File: src/rtl/fetch_pc_queue.sv
// Fetch front end: owns the fetch PC, issues in-order I-side requests under a credit limit,
// and queues responses (or a misaligned-fetch marker) with their PCs for decode.
module fetch_pc_queue #(
  parameter logic [31:0] RESET_PC    = 32'hbfc00000,
  parameter int unsigned QUEUE_DEPTH = 4,
  parameter int unsigned PC_STEP     = 4
) (
  input  logic        Clk,
  input  logic        Clr,
  input  logic        exc_redirect,
  input  logic [31:0] exc_pc,
  input  logic        br_redirect,
  input  logic [31:0] br_pc,
  output logic        req_valid,
  output logic [31:0] req_addr,
  input  logic        req_ready,
  input  logic        resp_valid,
  input  logic [31:0] resp_data,
  output logic        out_valid,
  output logic [31:0] out_pc,
  output logic [31:0] out_instr,
  output logic        out_adel,
  input  logic        out_ready
);

  localparam int unsigned AW = $clog2(QUEUE_DEPTH);
  localparam int unsigned CW = $clog2(QUEUE_DEPTH + 1);
  localparam logic [CW:0]   DEPTH_WIDE = (CW + 1)'(QUEUE_DEPTH);
  localparam logic [CW-1:0] DEPTH_CNT  = CW'(QUEUE_DEPTH);

  logic [31:0]            fetch_pc;
  logic                   halted;
  logic [CW-1:0]          count, inflight, discard;
  logic [AW-1:0]          q_rd, q_wr, p_rd, p_wr;
  logic [31:0]            q_pc    [QUEUE_DEPTH];
  logic [31:0]            q_instr [QUEUE_DEPTH];
  logic [QUEUE_DEPTH-1:0] q_adel;
  logic [31:0]            p_pc    [QUEUE_DEPTH];

  logic          accept, resp_take, resp_push, adel_push, push, pop, redirect;
  logic [31:0]   redirect_pc;
  logic [CW:0]   used;
  logic [CW-1:0] inflight_nxt;

  always_comb begin
    used         = {1'b0, count} + {1'b0, inflight};
    req_valid    = !halted && (fetch_pc[1:0] == 2'b00) && (used < DEPTH_WIDE);
    req_addr     = fetch_pc;
    accept       = req_valid && req_ready;
    resp_take    = resp_valid && (inflight != '0);
    resp_push    = resp_take && (discard == '0);
    // Marker waits for inflight to drain, so it never collides with a response push.
    adel_push    = !halted && (fetch_pc[1:0] != 2'b00) && (inflight == '0) && (count < DEPTH_CNT);
    push         = resp_push || adel_push;
    out_valid    = (count != '0);
    pop          = out_valid && out_ready;
    redirect     = exc_redirect || br_redirect;
    redirect_pc  = exc_redirect ? exc_pc : br_pc;
    inflight_nxt = inflight + CW'(accept) - CW'(resp_take);
    out_pc       = out_valid ? q_pc[q_rd]    : '0;
    out_instr    = out_valid ? q_instr[q_rd] : '0;
    out_adel     = out_valid ? q_adel[q_rd]  : 1'b0;
  end

  always_ff @(posedge Clk) begin
    if (Clr) begin
      fetch_pc <= RESET_PC;
      halted   <= 1'b0;
      count    <= '0;
      inflight <= '0;
      discard  <= '0;
      q_rd     <= '0;
      q_wr     <= '0;
      p_rd     <= '0;
      p_wr     <= '0;
    end else begin
      inflight <= inflight_nxt;
      if (accept) begin
        p_pc[p_wr] <= fetch_pc;
        p_wr       <= p_wr + 1'b1;
      end
      if (resp_take) p_rd <= p_rd + 1'b1;

      if (redirect) begin
        fetch_pc <= redirect_pc;
        halted   <= 1'b0;
        count    <= '0;
        q_rd     <= '0;
        q_wr     <= '0;
        // Everything still outstanding after this cycle, older discards included, is dropped.
        discard  <= inflight_nxt;
      end else begin
        if (accept)    fetch_pc <= fetch_pc + 32'(PC_STEP);
        if (adel_push) halted   <= 1'b1;
        if (resp_take && (discard != '0)) discard <= discard - 1'b1;
        if (push) begin
          q_pc[q_wr]    <= adel_push ? fetch_pc : p_pc[p_rd];
          q_instr[q_wr] <= adel_push ? 32'h0 : resp_data;
          q_adel[q_wr]  <= adel_push;
          q_wr          <= q_wr + 1'b1;
        end
        if (pop) q_rd <= q_rd + 1'b1;
        count <= count + CW'(push) - CW'(pop);
      end
    end
  end

endmodule
File: config.mk
export PLATFORM = sky130hd
export DESIGN_NAME = fetch_pc_queue
export DESIGN_NICKNAME = d
export VERILOG_FILES = /design/src/rtl/fetch_pc_queue.sv
export SDC_FILE = /design/constraint.sdc
export NUM_CORES = 1
export LEC_CHECK = 0
export CAP_MARGIN = 0
export CORE_MARGIN = 4
export CORE_UTILIZATION = 30
export CTS_CLUSTER_DIAMETER = 60
export DETAILED_ROUTE_END_ITERATION = 7
export MAX_ROUTING_LAYER = met4
export PLACE_DENSITY = 0.58
export SETUP_SLACK_MARGIN = 0.05
export SLEW_MARGIN = 40
export SYNTH_ARGS = -nofsm -noshare
export SYNTH_HDL_FRONTEND = slang
export SYNTH_SLANG_ARGS = --single-unit
File: constraint.sdc
create_clock -name Clk -period 4.64 [get_ports Clk]
set_clock_uncertainty 0.2 [all_clocks]
set_input_delay 0.464 -clock Clk [delete_from_list [all_inputs] [get_ports Clk]]
set_output_delay 0.464 -clock Clk [all_outputs]
set_load 0.03 [all_outputs]
==> flow_metrics.tcl <==
set metrics [dict create \
    status "completed" \
    cap_violations 0 \
    power.share.switching 0.2583 \
    comb_power_share 0.153 \
    routed_wl_mm 44.11 \
    p_switching_uw 2633 \
    slew-limit-headroom 0.4515 \
    post_cts_resized 0 \
    avgSynthCellArea_um2 16.44 \
    numCtsBuffers 48 \
    vias_per_cell 4.822 \
    fin_crit_sh 0.7976 \
    initial_core_util 0.3025 \
    r2r_start "count[2]$_SDFF_PN0_" \
    rsz0062_at_grt "false" \
    die_w_um 254.7 \
    drc 0 \
    cts_setup_buffers 0 \
    clk_latency_ns 0.57 \
    cts_buffer_depth 3 \
    worst_slew_pin_slew_ns 0.8183 \
    synthArstFlopShare 0 \
    clkSinkCount 442 \
    cp_data_required_time_ns 3.98 \
    htreeDepth 2 \
    syn2layout_area_growth_pct 25.22 \
    coreArea_um2 60360 \
    grt_pass1_wl_mm 66.96 \
    hold_buffers 0 \
    clkTransAtPathRegs_ns 0.06 \
    netlist_area_um2 18260 \
    leakagePower_uw 0.007383 \
    tns_ns 0 \
    post-dp-hpwl_mm 28.31 \
    synthDistinctLibCells 62 \
    fin_ws_ns 0.9390 \
    p_per_area_nw_per_um2 445.8 \
    gp_congestion 0.8061 \
    fmax_ghz 0.2702 \
    power.share.clock 0.370 \
    slew_viol_final 0 \
    cp-start-kind "flop" \
    cell_internal_pwr_uw 7561 \
    grt_pass1_vias 10950 \
    io_pins 202 \
    synth_enable_flop_cells 388 \
    die_h_um 254.7 \
    setup_viol 0 \
    wl_per_cell_um 20.51 \
    dieArea_um2 64880 \
    synth_fp_nets 1233 \
    worstPathArrival_ns 3.04 \
    rows 90 \
    vias 10370 \
    period_needed_ns 3.701 \
    min_from "exc_pc[2]" \
    hold_path.class "primary input to flop" \
    hold_viol 0 \
    grt_antenna_before_repair 1 \
    drive_gt1_frac 0.1667 \
    ctsRootBufferMaster "clkbuf_16" \
    grt-ovfl-total 0 \
    first_iter_violations 697 \
    end_kind "primary output" \
    drt_first_pass_iters 5 \
    crit_path_max_fanout 23 \
    yosysSeqAreaShare 0.6972 \
    final_common_cell "edfxtp_1" \
    critPathKind "flop to primary output" \
    synth_flop_cell "edfxtp_1" \
    grt_max_degree 68 \
    syn_inst 1111 \
    ant_nets 0 \
    yosys_register_bits 442 \
    grtUsageTotal 0.1395 \
    yosys_warnings 0 \
    pre_cts_slack_ns 1.170 \
    cts_tree "done" \
    fillers 5651 \
    peakVddDrop_mv 0.2323 \
    io_buffers 201 \
    fin_nets 1450 \
    layout_common_cells "388 x edfxtp_1, 201 x clkdlybuf4s50_1, 112 x nand2_1" \
    seq_power_share 0.477 \
]
sequential cells by signal (all words and copies together) (netlist names), 3 cells and up, named ones only:
register,cells
inflight,3
q_instr,128
q_adel,4
req_addr,32
count,3
discard,3
q_pc,128
p_pc,128
path summary, 6_finish.rpt:
check	end	slack, ns	cells after the start
hold reg to reg	p_wr[1]$_SDFFE_PP0P_	0.29	2
setup / recovery	out_pc[28]	0.94	4
setup reg to reg	discard[2]$_SDFFE_PP0P_	1.15	12
hold / removal	req_addr[2]$_SDFFE_PP0P_	0.25	3
Yosys cell counts, types with 2 or more instances:
cell type	instances	area share
nand4_1	18	0.0062
a22oi_1	10	0.0041
a31oi_1	3	0.0010
a2bb2oi_1	2	0.00096
mux2i_1	4	0.0022
buf_6	4	0.0025
and4_1	3	0.0014
ha_1	17	0.012
nor4_1	4	0.0014
nor3_1	8	0.0022
or3_1	2	0.00069
a221oi_1	5	0.0024
buf_4	3	0.0012
xnor2_1	16	0.0077
buf_2	18	0.0049
nand2b_1	2	0.00069
o31a_1	3	0.0014
a221o_1	2	0.0011
inv_1	18	0.0037
o21bai_1	2	0.00082
xor2_1	8	0.0038
and2_1	108	0.037
and3_1	12	0.0041
edfxtp_1	388	0.64
a32oi_1	2	0.00096
nor2b_1	6	0.0021
or4_1	3	0.0012
a211oi_1	10	0.0041
fa_1	2	0.0022
buf_1	4	0.00082
o22ai_1	10	0.0034
o21ai_0	23	0.0063
nand2_1	112	0.023
dfxtp_1	54	0.059
a21oi_1	23	0.0063
nand3_1	13	0.0036
a22o_1	2	0.00096
mux4_2	97	0.12
o211ai_1	3	0.0012
nor2_1	32	0.0066
clkbuf_1	34	0.0070
power groups by stage:
stage | Clock [uW] | Sequential [uW] | Combinational (uW)
final | 3770 | 4860 | 1560
after global routing | 4050 | 4890 | 1730
after CTS | 3900 | 4870 | 1590
after detailed placement | 0 | 4950 | 1590
after global placement | 0 | 4940 | 1550
after floorplan | 0 | 4870 | 1050
worst max-delay path: stages, from the launching register on:
cell             delay [ns]
dfxtp_4                0.68
buf_4                  0.44
mux4_2                 0.58
and2_1                 0.18
clkdlybuf4s50_1        0.59
routing by layer:
layer	vias up	track usage	wire, um
li1	4747	-	-
met1	5274	0.1862	19890
met2	296	0.2270	21370
met3	55	0.01989	2102
met4	0	0.03539	751
met5	-	-	0
layout make-up:
type | count | area (um^2) | area share
timing repair buffer | 230 | 2308 | 0.1010
antenna | 1 | 2.502 | 0.0001094
clock inverter | 32 | 292.8 | 0.01280
tap | 782 | 978.4 | 0.04279
sequential | 442 | 12750 | 0.5575
multi-input combinational | 586 | 5167 | 0.2260
clock buffer | 58 | 1290 | 0.05641
inverter | 20 | 80.08 | 0.003502
stage by stage:
step | std cells | cell area [um^2] | total power, uW | hold WS (ns) | utilization
2_1_floorplan | 1111 | 18260 | 5923 | 0.2526 | -
3_3_place_gp | 2058 | 21230 | 6495 | 0.2743 | 0.3517
3_5_place_dp | 2060 | 21280 | 6539 | 0.2894 | 0.3526
4_1_cts | 2150 | 22860 | 10360 | 0.2056 | 0.3788
5_1_grt | 2150 | 22860 | 10670 | 0.2293 | 0.3788
6_report | 2151 | 22870 | 10190 | 0.2544 | 0.3789
logic make-up (layout without fill, tap and decap cells):
logic type,Yosys count,in the layout,synth area share
flip-flops,442,442,0.6972
XOR/XNOR,24,24,0.01151
multiplexers,102,102,0.1224
other,0,1,0
buffers and inverters,83,340,0.02083
AND/OR/NAND/NOR,328,328,0.09243
AO/OA/AOI/OAI,113,113,0.04173
adder cells (fa/ha/maj),19,19,0.01384
Note: power is estimated with default switching activity, not from simulation.
